==> src/rtl/memory_cmd_sched.sv <==
// Command scheduler and round sequencer for the memory-game datapath.
// Debounces the board buttons into single-cycle, mutually exclusive commands, and sequences
// game start, the timed board-reveal phase and game-over acknowledgement.
module memory_cmd_sched #(
  parameter int unsigned REVEAL_CYCLES  = 100_000_000,
  parameter int unsigned LOCKOUT_CYCLES = 1_000_000,
  parameter int unsigned CMD_GAP        = 2
) (
  input  logic Clk,
  input  logic Reset_n,
  input  logic BtnR,
  input  logic BtnL,
  input  logic BtnU,
  input  logic BtnD,
  input  logic BtnS,
  input  logic Start,
  input  logic Ack,
  input  logic GamePlay,
  input  logic GameGen,
  input  logic GameLose,
  output logic GoStart,
  output logic Right,
  output logic Left,
  output logic Up,
  output logic Down,
  output logic Select,
  output logic ShowBoard,
  output logic Armed,
  output logic Qidle,
  output logic Qlaunch,
  output logic Qwait,
  output logic Qreveal,
  output logic Qarmed,
  output logic Qover
);

  localparam int unsigned RevW  = $clog2(REVEAL_CYCLES + 1);
  localparam int unsigned LockW = $clog2(LOCKOUT_CYCLES + 1);
  localparam int unsigned GapW  = $clog2(CMD_GAP + 1);

  localparam logic [RevW-1:0]  RevLoad  = RevW'(REVEAL_CYCLES - 1);
  localparam logic [LockW-1:0] LockLoad = LockW'(LOCKOUT_CYCLES - 1);
  localparam logic [GapW-1:0]  GapLoad  = GapW'(CMD_GAP - 1);

  typedef enum logic [2:0] {
    StIdle, StLaunch, StWaitPlay, StReveal, StArmed, StOver
  } state_e;

  state_e                  state_q, state_d;
  logic [RevW-1:0]         rev_q, rev_d;
  logic [GapW-1:0]         gap_q, gap_d;
  logic [4:0][LockW-1:0]   lock_q, lock_d;
  logic [4:0]              btn_q, pend_q, pend_d, cmd_q, cmd_d;
  logic                    go_start_q, go_start_d;
  logic                    ack_q;

  // Bit order everywhere: 0=R, 1=L, 2=U, 3=D, 4=S (index order is also priority order).
  logic [4:0] btn_in, btn_rise, accept, grant;
  logic       armed, stay_armed, issue;

  assign btn_in   = {BtnS, BtnD, BtnU, BtnL, BtnR};
  assign btn_rise = btn_in & ~btn_q;
  assign armed    = (state_q == StArmed);

  // Round sequencing and reveal countdown
  always_comb begin
    state_d    = state_q;
    rev_d      = rev_q;
    go_start_d = 1'b0;
    unique case (state_q)
      StIdle: begin
        if (Start) begin
          state_d    = StLaunch;
          go_start_d = 1'b1;
        end
      end
      StLaunch: state_d = StWaitPlay;
      StWaitPlay: begin
        if (GamePlay) begin
          state_d = StReveal;
          rev_d   = RevLoad;
        end
      end
      StReveal: begin
        if (rev_q == '0) state_d = StArmed;
        else             rev_d   = rev_q - RevW'(1);
      end
      StArmed: begin
        // Losing takes precedence over a cleared round.
        if (GameLose)     state_d = StOver;
        else if (GameGen) state_d = StWaitPlay;
      end
      StOver: begin
        // The game's LOSE state leaves on Start, so the ack edge also pulses GoStart.
        if (Ack && !ack_q) begin
          state_d    = StIdle;
          go_start_d = 1'b1;
        end
      end
      default: state_d = StIdle;
    endcase
  end

  assign stay_armed = armed && (state_d == StArmed);
  assign grant      = pend_q & (~pend_q + 5'd1);
  assign issue      = armed && (gap_q == '0) && (|pend_q);

  // Per-button lockout, pending-command latch and fixed-priority issue
  always_comb begin
    for (int i = 0; i < 5; i++) begin
      accept[i] = btn_rise[i] && (lock_q[i] == '0) && armed;
      if (accept[i])            lock_d[i] = LockLoad;
      else if (lock_q[i] != '0) lock_d[i] = lock_q[i] - LockW'(1);
      else                      lock_d[i] = lock_q[i];
    end
    // A fresh accept on a bit being issued this cycle wins over the clear.
    pend_d = (pend_q & ~(issue ? grant : 5'b0)) | accept;
    cmd_d  = issue ? grant : 5'b0;
    if (!stay_armed)      gap_d = '0;
    else if (issue)       gap_d = GapLoad;
    else if (gap_q != '0) gap_d = gap_q - GapW'(1);
    else                  gap_d = gap_q;
    if (!stay_armed) pend_d = '0;
  end

  // State and datapath registers
  always_ff @(posedge Clk or negedge Reset_n) begin
    if (!Reset_n) begin
      state_q    <= StIdle;
      rev_q      <= '0;
      gap_q      <= '0;
      lock_q     <= '0;
      btn_q      <= '0;
      pend_q     <= '0;
      cmd_q      <= '0;
      go_start_q <= 1'b0;
      ack_q      <= 1'b0;
    end else begin
      state_q    <= state_d;
      rev_q      <= rev_d;
      gap_q      <= gap_d;
      lock_q     <= lock_d;
      btn_q      <= btn_in;
      pend_q     <= pend_d;
      cmd_q      <= cmd_d;
      go_start_q <= go_start_d;
      ack_q      <= Ack;
    end
  end

  assign GoStart   = go_start_q;
  assign Right     = cmd_q[0];
  assign Left      = cmd_q[1];
  assign Up        = cmd_q[2];
  assign Down      = cmd_q[3];
  assign Select    = cmd_q[4];
  assign ShowBoard = (state_q == StReveal);
  assign Armed     = armed;
  assign Qidle     = (state_q == StIdle);
  assign Qlaunch   = (state_q == StLaunch);
  assign Qwait     = (state_q == StWaitPlay);
  assign Qreveal   = (state_q == StReveal);
  assign Qarmed    = armed;
  assign Qover     = (state_q == StOver);

endmodule

==> config.mk <==
export PLATFORM = sky130hd
export DESIGN_NAME = memory_cmd_sched
export DESIGN_NICKNAME = d
export VERILOG_FILES = /design/src/rtl/memory_cmd_sched.sv
export SDC_FILE = /design/constraint.sdc
export NUM_CORES = 1
export LEC_CHECK = 0
export BUFFER_PORTS_ARGS = -buffer_cell sky130_fd_sc_hd__buf_2
export CORE_AREA = 2 2 132 134
export CTS_CLUSTER_DIAMETER = 30
export DETAILED_ROUTE_END_ITERATION = 12
export DIE_AREA = 0 0 134 136
export PLACE_DENSITY_LB_ADDON = 0.1
export RECOVER_POWER = 50
export SLEW_MARGIN = 30
export SYNTH_ARGS = -nofsm -noshare
export SYNTH_HDL_FRONTEND = slang
export SYNTH_SLANG_ARGS = --single-unit
==> constraint.sdc <==
create_clock -name Clk -period 8.3 [get_ports Clk]
set_clock_uncertainty 0.2 [all_clocks]
set_input_delay 0.415 -clock Clk [delete_from_list [all_inputs] [get_ports Clk]]
set_output_delay 0.415 -clock Clk [all_outputs]
set_load 0.005 [all_outputs]
======== After elaboration in Yosys (flattened, before gate mapping) ========
Cells that the tools add are included.
storage, ports and cells
  input port bits ......................... 12
  logic and storage cells ................. 102
  register bits after elaboration ......... 149
operators by class
  $add $sub $neg .......................... 8
  muxes and demuxes ....................... 28
  reductions and logical operators ........ 37
  bitwise gates (word level) .............. 7
  equality and inequality tests ........... 9
operator list
  kind                   count
  $mux 20                10
  $logic_not 20->1       5
  $reduce_bool 20->1     5
  $sub 20x1->20 const B  5
  $mux 27                2
  $pmux 27 s2            1
  $logic_not 27->1       1
  $sub 27x1->27 const B  1
  $mux 3                 6
  $pmux 3 s6             1
  $and 5x5->5            3
  $not 5->5              3
  $logic_and 1x1->1      14
  $reduce_bool 2->1      7
  $mux 5                 2
  $eq 3x3->1 const B     3
  $eq 3x2->1 const B     2
  $mux 2                 3
  $add 5x1->5 const B    1
  $or 5x5->5             1
  $reduce_or 5->1        1
  $ne 2x2->1 const B     2
  $eq 3x1->1 const B     1
  $logic_not 3->1        1
  7 further kinds        8

======== Logic depth before layout (Yosys ltp) ========
Gate-level depths: netlist of the first run.
  depth in word-level cells ............... 8
  mapped depth ............................ 8
  mapped depth without buffers ............ 7

======== Worst setup path after synthesis of the first run ========
No wires, ideal clock.
  path type ............................... register to register
  from .................................... register lock_q[20] in the netlist's numbering
  to ...................................... register lock_q[37] in the netlist's numbering
  arrival ................................. 2.340 ns
  required time ........................... 8.033 ns
  path slack .............................. 5.694 ns
  stages on the path, launching flop included .. 9
  setup time .............................. 0.067 ns
  cells stage by stage .................... dfrtp_1 -> inv_1 -> ha_1 -> or4b_2 -> nand4b_1 -> or2_2 -> clkbuf_1 -> a211oi_1 -> nand2b_1
on the way
  cells in the longest elaborated chain, start to end .. 4
  elaborated cells between the ends (all ways) .. 8
  those cells by class .................... add/sub: 1; mux: 2; reduce/logical: 5
ends and longest elaborated chain
  item                                                   RTL line  text
  start: declaration                                     52        logic [4:0][LockW-1:0] lock_q, lock_d;
  start signal: assignment                               142       lock_q <= lock_d;
  branches (longest 4 deep; another with $sub 20x1->20)  n/a
Parallel ways; which one is timed is not known. The select of a mux whose other input is x is not followed.
A chain may end at the register's enable or synchronous reset.

==> summary.txt, run 1 <==
Worst setup path
  – Kind of critical path: in2async
  – Slowest-stage cell, CP: clkbuf_1
  – Crit path max fanout: 71
  – Critical Path Max Stage Delay: 2730 ps
  – Worst Path Buf+Inv: 2
  – Startpoint types: input pin
  – Sequence of cells on the critical path: dlygate4sd3_1 -> clkbuf_1
  – FF-to-FF End: rev_q[22]
  – Reg-to-Reg Start: rev_q[0]
  – FF-to-FF setup slack: roughly 5500 ps
  – Arrival time at the worst endpoint: 3740 ps
  – CP Capture Type: asynchronous set/reset pin
  – Worst r2r path cells: 7
  – CP Data Required Time: 7720 ps
  – CP top delay family: buffers and inverters

Finish
  – Area of the multi-input gates: 3555 um^2
  – Fillcell total: 1547
  – Share of cells above drive strength 1: 0.1041
  – Storage cell area: 3729 um^2
  – # diodes: 0
  – Layout area overhead: 14.49%
  – Non-filler cells, final: 1032
  – Nets: 813

Die
  – Die ar.: around 18000 um^2
  – Die X: 134 um
  – Die H: between 100 and 150 um
  – Core area: 16880 um^2
  – Initial Util: 0.4400
  – Floorplan row count: 48
  – I/O Pins: 26

Clocking
  – Setup repair bufs after CTS: 0
  – Clock transition at the registers of the reported paths: 60 ps
  – Max Root-Sink Buffers: 2
  – Clk Latency, worst-skew pair: around 420 ps
  – TritonCTS Buffers: 17
  – Cts repair resizes: 0
  – Root Buffer: clkbuf_16
  – H-tree levels: 4
  – Clock sink count: about 150
  – TritonCTS clock tree: done

Global route
  – Total GRT Usage: 0.1883
  – First-pass GRT wire length: about 28000 um
  – Largest net degree at the start of global routing: 80
  – Grt ovf: 0
  – Vias in the first global route: 5801
  – Initial antenna violation count: 0

Yosys
  – Mapped Area: 7426 um^2
  – Count of cell types in the netlist: 64
  – Yosys Warn Count: 0
  – Post-Syn Instances: 758
  – Share of synthesized registers carrying an async set or reset: 1.000
  – Most used DFF post-synth: dfrtp_1
  – Synth Register Bits: about 150
  – Number of synthesized flops with an enable pin: 0
  – Register area share after synthesis: 0.5021
  – Syn_area_per_cell: 9.797 um^2
  – Syn_nets: 777

Timing
  – Post-route minimum period: 4317 ps
  – Slew Limit Headroom: -1.620
  – Slew Limit Fails: 72
  – Final setup fails: 0
  – RSZ-0062 raised after global routing: false
  – Post-route clock period utilization: 0.5201
  – Worst Max-Slew Pin Slew: 3929 ps
  – Total negative slack: 0 ps
  – Hold_ws: 45.38 ps
  – Final hold vios: 0
  – FMAX: ~0.23 GHz

Hold path
  – Hold endpoint: state_q[0]
  – Hold path cells: 2
  – Worst Hold Launch: GameLose
  – Hold WC Path Type: in2reg

Routing
  – Via count: 5874
  – Drt total wl: around 16000 um
  – Remaining antenna violation count after routing: 0
  – Drt pass-1 iters: 5
  – DRC: 0
  – Routed vias/inst: 5.692
  – Drt wl/cell: around 15 um
  – Iter 0 DRT Violations: 357

Power
  – P per Cell Area: 240.3 nW/um^2
  – Pleak: 3.364 nW
  – Total chip power: 2.043 mW
  – Peak supply drop: 0.1521 mV

Job
  – Max cap viols: 1

Outcome
  – Status: complete, but fails checks
  – Failing checks: capacitance limit, slew limit

Place
  – Input/output buffers: 25
  – Final HPWL DP: 10970 um
  – Placer Congestion: 0.8397
  – Placed cells: 993
[cell families after synthesis]
family / count (synthesis) / share of synthesized area
adders and majority gates: 7 / 0.01179
AOI/OAI and AO/OA: 155 / 0.1336
muxes: 17 / 0.02376
buffers and inverters: 38 / 0.02157
and+or+nand+nor: 359 / 0.2682
DFF: 149 / 0.5021
xor gates and xnor gates: 33 / 0.03892
[cells in the final DEF (no fill, tap or decap), drive strengths merged, types with 5 or more instances in the layout]
cell,netlist,layout
a211oi,18,18
a21o,6,6
a21oi,37,37
a31oi,11,11
and3,13,13
buf,5,17
bufinv,0,5
clkbuf,12,30
dfrtp,149,149
dlygate4sd3,0,7
ha,7,7
inv,20,21
mux2,5,5
mux2i,12,12
nand2,42,42
nand2b,12,12
nand3,24,24
nand3b,7,7
nand4,9,9
nor2,75,75
nor2b,7,7
nor3,63,63
nor3b,12,12
nor4,19,19
nor4b,6,6
o21ai,41,41
o31ai,17,17
or2,6,6
or3,25,25
or4,20,20
xnor2,17,17
xor2,16,16
[worst register-to-register path, delay by kind of cell, from the launching register on]
kind | cells | cell delay [ps]
flip-flops | 1 | 410
AND/OR/NAND/NOR | 5 | 1900
adder cells (fa/ha/maj) | 1 | 190
buffers and inverters | 1 | 70
[Yosys cell counts, drive strengths merged, types with 3 or more instances]
cell / count / area share
o21a: 3 / 0.0030
dfrtp: 149 / 0.50
or3: 25 / 0.021
nor3b: 12 / 0.012
a31oi: 11 / 0.0093
ha: 7 / 0.012
o31ai: 17 / 0.018
inv: 20 / 0.010
o41ai: 3 / 0.0035
nor4b: 6 / 0.0071
or4b: 4 / 0.0054
and2: 4 / 0.0034
and3: 13 / 0.011
or2: 6 / 0.0051
nor2b: 7 / 0.0059
mux2: 5 / 0.0076
or3b: 3 / 0.0035
nor2: 75 / 0.038
nor3: 63 / 0.044
o21ai: 41 / 0.028
xnor2: 17 / 0.020
a21oi: 37 / 0.025
or4: 20 / 0.023
nand2b: 12 / 0.010
nand4: 9 / 0.0076
clkbuf: 12 / 0.0061
xor2: 16 / 0.019
a211oi: 18 / 0.018
mux2i: 12 / 0.016
nand3b: 7 / 0.0071
nor4: 19 / 0.016
buf: 5 / 0.0049
nand3: 24 / 0.016
nand4b: 4 / 0.0047
nand2: 42 / 0.022
a21o: 6 / 0.0061
[stage by stage]
| stage | util | instance area [um^2] | worst slack [ps] |
|---|---|---|---|
| finish | 0.5038 | 8502 | 3983 |
| global route | 0.5038 | 8502 | 3190 |
| detailed placement | 0.4612 | 7782 | 5462 |
| CTS | 0.5042 | 8509 | 5459 |
| floorplan | - | 7426 | 5694 |
| global placement | 0.4606 | 7772 | 5543 |
[metal layers]
layer | share of wire | wire length, um | global-route usage | up-vias
met5 | 0 | 0 | 0 | -
li1 | - | - | - | 2888
met3 | 0.036 | 581 | 0.04437 | 22
met1 | 0.48 | 7722 | 0.2496 | 2859
met2 | 0.47 | 7448 | 0.2991 | 105
met4 | 0.015 | 239 | 0.07624 | 0
[registers in the layout, indices dropped and copies added, names as in the netlist]
signal and cells:
lock_q 100, pend_q 5, gap_q 2, GoStart 1, cmd_q 5, ack_q 1, btn_q 5, state_q 3
rev_q 27
[worst max-delay path by stage]
stage | endpoint | startpoint | cells past startpoint | slack, ps
3_5_place_dp | lock_q[64] | state_q[0] | 5 | 5460
3_3_place_gp | lock_q[64] | state_q[0] | 5 | 5540
5_1_grt | btn_q[0] | Reset_n | 2 | 3190
2_1_floorplan | lock_q[37] | lock_q[20] | 8 | 5690
4_1_cts | lock_q[64] | state_q[0] | 5 | 5460
6_report | rev_q[11] | Reset_n | 2 | 3980
[report_power, final]
group          internal [mW]  switching (mW)  leakage (nW)  total [mW]
logic                  0.109           0.147          1.26       0.256
clock network          0.550           0.311         0.313       0.861
registers              0.817           0.109          1.79       0.926
[repair_timing]
action / 4_1_cts / 5_1_grt
hold buffers: 7 / 0
hold endpoints to repair: 76 / 0
setup endpoints to repair: 0 / 0
[cell type report]
| cell class | count | area share |
|---|---|---|
| Clock inverter | 12 | 0.02355 |
| Inverter | 21 | 0.009272 |
| Timing Repair Buffer | 34 | 0.02369 |
| Tap cell | 225 | 0.03311 |
| Sequential cell | 149 | 0.4386 |
| Multi-Input combinational cell | 571 | 0.4181 |
| Clock buffer | 20 | 0.05372 |
Power figures use the tool's default switching activity.
==> run 2, diff against run 1 <==
==> constraint.sdc (replaced) <==
create_clock -name Clk -period 4.3 [get_ports Clk]
set_clock_uncertainty 0.2 [all_clocks]
set_input_delay 0.215 -clock Clk [delete_from_list [all_inputs] [get_ports Clk]]
set_output_delay 0.215 -clock Clk [all_outputs]
set_load 0.005 [all_outputs]
==> run 2 against run 1 <==
Count of clock-buffer cells in the layout is 3 higher. Final cell count is 0.48% higher. Largest cell class unchanged. The flow still finishes with violations (capacitance limit, slew limit). Worst setup slack worse by 3000 ps. Via count is 1.5% higher. Critical path type is now reg2reg. Register-to-register slack worse by 4500 ps. Clock power is 56% higher. Total power is 78% higher. Critical path depth is 5 higher.
==> summary.txt, run 2 (synthesized netlist as in run 1, its figures left out) <==
Global route
  – Total GRT Usage: 0.1857
  – First-pass GRT wire length: 27140 um
  – Largest net degree at the start of global routing: 101
  – Grt ovf: 0
  – Vias in the first global route: 5729
  – Initial antenna violation count: 0

Finish
  – Area of the multi-input gates: 3555 um^2
  – Largest reg by FF count: lock_q
  – # diodes: 0
  – Max FFs per register: 100
  – Non-filler cells, final: 1037
  – Biggest regs: lock_q (100), rev_q (27)
  – Most common cell after layout, fill and taps aside: dfrtp_1
  – Storage cell area: 3729 um^2
  – Nets: 818
  – Layout area overhead: 13.36%
  – Share of cells above drive strength 1: 0.1034
  – Fillcell total: around 1600
  – Most frequent cells in the layout: 149 x dfrtp_1, 74 x nor2_1, 61 x nor3_1

Place
  – Input/output buffers: 25
  – Final HPWL DP: 10960 um
  – Placed cells: approximately 990
  – Setup WS pre-CTS: 1404 ps
  – Placer Congestion: approximately 0.84

Clocking
  – H-tree levels: 4
  – Clock sink count: 149
  – TritonCTS Buffers: 17
  – Clock transition at the registers of the reported paths: 60 ps
  – Root Buffer: clkbuf_16
  – TritonCTS clock tree: done
  – Max Root-Sink Buffers: 2
  – Clk Latency, worst-skew pair: 420 ps

Worst setup path
  – Worst Setup SP: rev_q[0]
  – FF-to-FF End: state_q[0]
  – CP Data Required Time: ~4400 ps
  – CP Capture Type: flop
  – Kind of critical path: reg2reg
  – Crit path max fanout: 16
  – Worst Setup EP: state_q[0]
  – Slowest-stage cell, CP: nor4b_1
  – Reg-to-Reg Start: rev_q[0]
  – Startpoint types: flop
  – Worst r2r path cells: 7
  – FF-to-FF setup slack: approximately 950 ps
  – Arrival time at the worst endpoint: 3460 ps
  – Critical Path Max Stage Delay: about 570 ps
  – Sequence of cells on the critical path: inv_1 -> ha_1 -> nor4b_1 -> and4b_1 -> a31oi_2 -> a2111o_1 -> dlygate4sd3_1

Timing
  – FMAX: 0.2982 GHz
  – Final setup fails: 0
  – RSZ-0062 raised after global routing: false
  – Slew Limit Headroom: -0.6621
  – Total negative slack: 0 ps
  – Final hold vios: 0
  – Post-route minimum period: 3354 ps
  – Worst setup margin: approximately 950 ps
  – Slew Limit Fails: 101
  – Hold_ws: 47.91 ps
  – Post-route clock period utilization: 0.7800
  – Worst Max-Slew Pin Slew: between 2000 and 2500 ps

Die
  – Die ar.: 18220 um^2
  – I/O Pins: 26
  – Core area: approximately 17000 um^2
  – Initial Util: 0.4400
  – Die H: 136 um
  – Floorplan row count: between 40 and 50
  – Die X: 134 um

Routing
  – Drt pass-1 iters: 5
  – Via count: between 5000 and 6000
  – Remaining antenna violation count after routing: 0
  – Iter 0 DRT Violations: 411
  – Drt wl/cell: between 15 and 20 um
  – Drt total wl: 15900 um
  – Routed vias/inst: roughly 5.8
  – DRC: 0

Power
  – Pleak: 3.336 nW
  – Peak supply drop: 0.3102 mV
  – P per Cell Area: between 400 and 500 nW/um^2

Job
  – Max cap viols: 1

Outcome
  – Status: complete, but fails checks
  – Failing checks: capacitance limit, slew limit

Hold path
  – Hold WC Path Type: in2reg
run 2: changes by cell type in the layout (fill, tap and decap cells not counted), sizes merged:
cell         change
clkbuf           +2
dlygate4sd3      +4
inv              -1
bufinv           -4
buf              +2
clkinv           +2
run 2: layout make-up:
cell class	instances	area share
clock buffers	23	0.05321
clock inverters	9	0.009661
inverters	21	0.009364
multi-input cells	571	0.4223
flip-flops and latches	149	0.4429
well taps	225	0.03344
repair buffers	39	0.02913
run 2: metal layers:
layer | track usage | part of all wire | vias up
met1 | 0.2437 | 0.48 | 2932
met3 | 0.04288 | 0.036 | 17
met5 | 0 | 0 | -
li1 | - | - | 2916
met2 | 0.3046 | 0.47 | 98
met4 | 0.06265 | 0.014 | 0
run 2: repair_timing:
| item | 4_1_cts | 5_1_grt |
|---|---|---|
| resized for setup | 0 | 0 |
| hold buffers | 11 | 0 |
| hold endpoints to repair | 108 | 0 |
| buffers inserted | 0 | 0 |
run 2: worst min path at each step:
stage | from | endpoint | slack, ps | cells past startpoint
global placement | BtnD | btn_q[3] | 140 | 1
CTS | GamePlay | rev_q[26] | 30 | 3
global route | GamePlay | rev_q[26] | 70 | 3
detailed placement | BtnD | btn_q[3] | 130 | 1
floorplan | Reset_n | GoStart | -280 | 0
finish | GamePlay | rev_q[26] | 50 | 3
run 2: power by group:
| group | total [mW] | internal [mW] | switching (mW) |
|---|---|---|---|
| clock network | 1.34 | 0.791 | 0.553 |
| logic | 0.500 | 0.215 | 0.284 |
| registers | 1.79 | 1.58 | 0.209 |
run 2: stage by stage:
step,util,power (mW),cell area (um^2)
2_1_floorplan,-,2.128,7426
3_3_place_gp,0.4610,2.275,7780
3_5_place_dp,0.4614,2.298,7786
4_1_cts,0.4993,3.678,8426
5_1_grt,0.4988,3.843,8418
6_report,0.4988,3.630,8418
run 2: critical path: cells and delay by family, from the launching register on:
family / cells / cell delay [ps]
buffers and inverters: 2 / 630
DFF: 1 / 420
AOI/OAI and AO/OA: 2 / 780
adders and majority gates: 1 / 210
and+or+nand+nor: 2 / 980
==> run 3, diff against run 2 <==
--- a/config.mk
+++ b/config.mk
@@ -5,11 +5,12 @@
 export SDC_FILE = /design/constraint.sdc
 export NUM_CORES = 1
 export LEC_CHECK = 0
+export ABC_AREA = 1
 export BUFFER_PORTS_ARGS = -buffer_cell sky130_fd_sc_hd__buf_2
-export CORE_AREA = 2 2 132 134
+export CORE_AREA = 2 2 143 145
 export CTS_CLUSTER_DIAMETER = 30
 export DETAILED_ROUTE_END_ITERATION = 12
-export DIE_AREA = 0 0 134 136
+export DIE_AREA = 0 0 145 147
 export PLACE_DENSITY_LB_ADDON = 0.1
 export RECOVER_POWER = 50
 export SLEW_MARGIN = 30
==> constraint.sdc (replaced) <==
create_clock -name Clk -period 3 [get_ports Clk]
set_clock_uncertainty 0.2 [all_clocks]
set_input_delay 0.15 -clock Clk [delete_from_list [all_inputs] [get_ports Clk]]
set_output_delay 0.15 -clock Clk [all_outputs]
set_load 0.005 [all_outputs]
==> run 3 against run 2 <==
The flow still finishes with violations (capacitance limit, slew limit). Utilization up 0.32 points. Global-route usage up 0.94 points. Sequential power up 33%. Non-clock buffer count up 4. Critical endpoint is now lock_q[97]. Sequential share of layout area down 6.9 points. Final cell count up 51%. Worst setup slack worse by 270 ps. Synthesized area up 18%. Combinational power up 140%. Hold slack better by 140 ps.
==> summary.txt, run 3 <==
Timing
  – Total negative slack: 0 ps
  – Final hold vios: 0
  – Hold_ws: 188.4 ps
  – Slew Limit Headroom: -0.2821
  – RSZ-0062 raised after global routing: false
  – FMAX: between 0.4 and 0.5 GHz
  – Post-route clock period utilization: 0.7730
  – Final setup fails: 0
  – Slew Limit Fails: between 70 and 80
  – Worst Max-Slew Pin Slew: 1923 ps
  – Post-route minimum period: 2319 ps

Yosys
  – Mapped Area: 8783 um^2
  – Yosys Warn Count: 0
  – Number of synthesized flops with an enable pin: 0
  – Top cells by area, synth: dfrtp_1 42%, nand2_1 14%, nor2_1 9.7%
  – Cell taking the most area after synthesis: dfrtp_1
  – Register area share after synthesis: 0.4245
  – Top-count cell post-synth: nand2_1
  – Top cells by count, synth: 328 x nand2_1, 226 x nor2_1, 161 x inv_1
  – Syn_nets: between 1000 and 1500
  – Post-Syn Instances: 1237
  – Count of cell types in the netlist: 38
  – Syn_area_per_cell: approximately 7.1 um^2
  – Synth Register Bits: around 150
  – Most used DFF post-synth: dfrtp_1
  – Share of synthesized registers carrying an async set or reset: 1.000
  – Synth top area share: 0.4245

Die
  – Floorplan row count: 52
  – Die H: roughly 150 um
  – Die ar.: 21320 um^2
  – Core area: between 15000 and 20000 um^2
  – Die X: 145 um
  – I/O Pins: 26
  – Initial Util: 0.4426

Clocking
  – H-tree levels: 4
  – Clock transition at the registers of the reported paths: 60 ps
  – Clock sink count: approximately 150
  – Cts repair resizes: 0
  – Root Buffer: clkbuf_16
  – TritonCTS Buffers: 17
  – Max Root-Sink Buffers: 2
  – TritonCTS clock tree: done
  – Hold_buf cts: 11
  – Setup repair bufs after CTS: 0
  – Clk Latency, worst-skew pair: 430 ps

Place
  – Input/output buffers: 25
  – Final HPWL DP: between 10000 and 15000 um
  – Placer Congestion: between 0.8 and 0.9
  – Placed cells: approximately 1500

Finish
  – # diodes: 0
  – Area of the multi-input gates: 4325 um^2
  – Non-filler cells, final: 1567
  – Most common cell after layout, fill and taps aside: nand2_1
  – Layout area overhead: 13.42%
  – Most frequent cells in the layout: 328 x nand2_1, 226 x nor2_1, 161 x inv_1
  – Share of cells above drive strength 1: 0.08712
  – Fillcell total: 1997
  – Max FFs per register: 100
  – Nets: about 1300
  – Storage cell area: roughly 3700 um^2
  – Biggest regs: lock_q (100), rev_q (27)
  – Largest reg by FF count: lock_q

Outcome
  – Status: complete, but fails checks
  – Failing checks: capacitance limit, slew limit

Worst setup path
  – CP Data Required Time: 3140 ps
  – Kind of critical path: reg2reg
  – Crit path max fanout: 13
  – CP Capture Type: flop
  – Arrival time at the worst endpoint: 2460 ps
  – FF-to-FF setup slack: 680 ps
  – Startpoint types: flop

Power
  – P per Cell Area: approximately 600 nW/um^2
  – Pleak: 4.812 nW
  – Peak supply drop: 0.6264 mV

Routing
  – Remaining antenna violation count after routing: 0
  – Drt wl/cell: 12.50 um
  – Via count: around 7600
  – Routed vias/inst: roughly 4.8
  – Iter 0 DRT Violations: ~410
  – Drt pass-1 iters: 5
  – DRC: 0
  – Drt total wl: 19590 um

Global route
  – First-pass GRT wire length: 34210 um
  – Vias in the first global route: 7062
  – Grt ovf: 0
  – Initial antenna violation count: 1
  – Largest net degree at the start of global routing: 74
  – Total GRT Usage: 0.1951

Hold path
  – Hold WC Path Type: in2reg

Job
  – Max cap viols: 1
## run 3: cell count changes in the layout (fill, tap and decap cells not counted), sizes merged, moves of 14 or more
cell and delta:
inv +151, nor2 +171, nor3 -37, or3 -25
nand2 +292, or4 -20, a211oi -17, nand4 +17
o21ai -14, o31ai -17, nand3 +112, nor4 -19
## run 3: layout make-up
type	count	share of cell area
multi-input cells	905	0.4342
inverters	169	0.06393
clock inverters	11	0.01746
flip-flops and latches	149	0.3743
well taps	270	0.03391
clock buffers	20	0.04584
repair buffers	43	0.03039
## run 3: per-layer routing
metal,track usage,routed length (um)
met5,0,13
met2,0.2986,8451
met4,0.05099,196
met1,0.2851,10360
met3,0.03696,569
## run 3: logic make-up after synthesis
| family | synth area share |
|---|---|
| compound gates | 0.04815 |
| xor+xnor | 0.03989 |
| fa+ha+maj | 0.009971 |
| buf+inv | 0.08248 |
| flops | 0.4245 |
| simple gates | 0.3950 |
## run 3: report_power, final
| part | internal, mW | total (mW) | switching [mW] |
|---|---|---|---|
| registers | 2.18 | 2.38 | 0.203 |
| logic | 0.394 | 1.19 | 0.799 |
| clock network | 1.44 | 2.29 | 0.856 |
| total | 4.01 | 5.86 | 1.86 |
## run 3: final timing paths
| path | depth (start not counted) | end | from |
|---|---|---|---|
| worst min register to register | 1 | lock_q[40] | lock_q[40] |
| worst min-delay path | 2 | ack_q | Ack |
| max in group asynchronous | 2 | pend_q[4] | Reset_n |
| worst max-delay path | 9 | lock_q[97] | lock_q[80] |
| worst max register to register | 9 | lock_q[97] | lock_q[80] |
| min in group asynchronous | 2 | lock_q[23] | Reset_n |
## run 3: per-stage QoR
| step | area [um^2] | worst slack [ps] | util | power (mW) |
|---|---|---|---|---|
| final | 9962 | 681.0 | 0.5020 | 5.865 |
| after floorplan | 8783 | 1081 | - | 3.259 |
| after global routing | 9962 | 441.2 | 0.5020 | 6.227 |
| after global placement | 9243 | 757.7 | 0.4658 | 3.593 |
| after detailed placement | 9243 | 690.2 | 0.4658 | 3.608 |
| after CTS | 9983 | 679.3 | 0.5031 | 5.938 |
## run 3: worst max-delay path: stages (launching register included)
cell	delay, ps
dfrtp_1	410
inv_1	140
ha_1	240
nand2_1	130
nor2_1	260
nand3_2	330
nor2_2	310
inv_2	70
nand2_1	60
o21bai_1	100
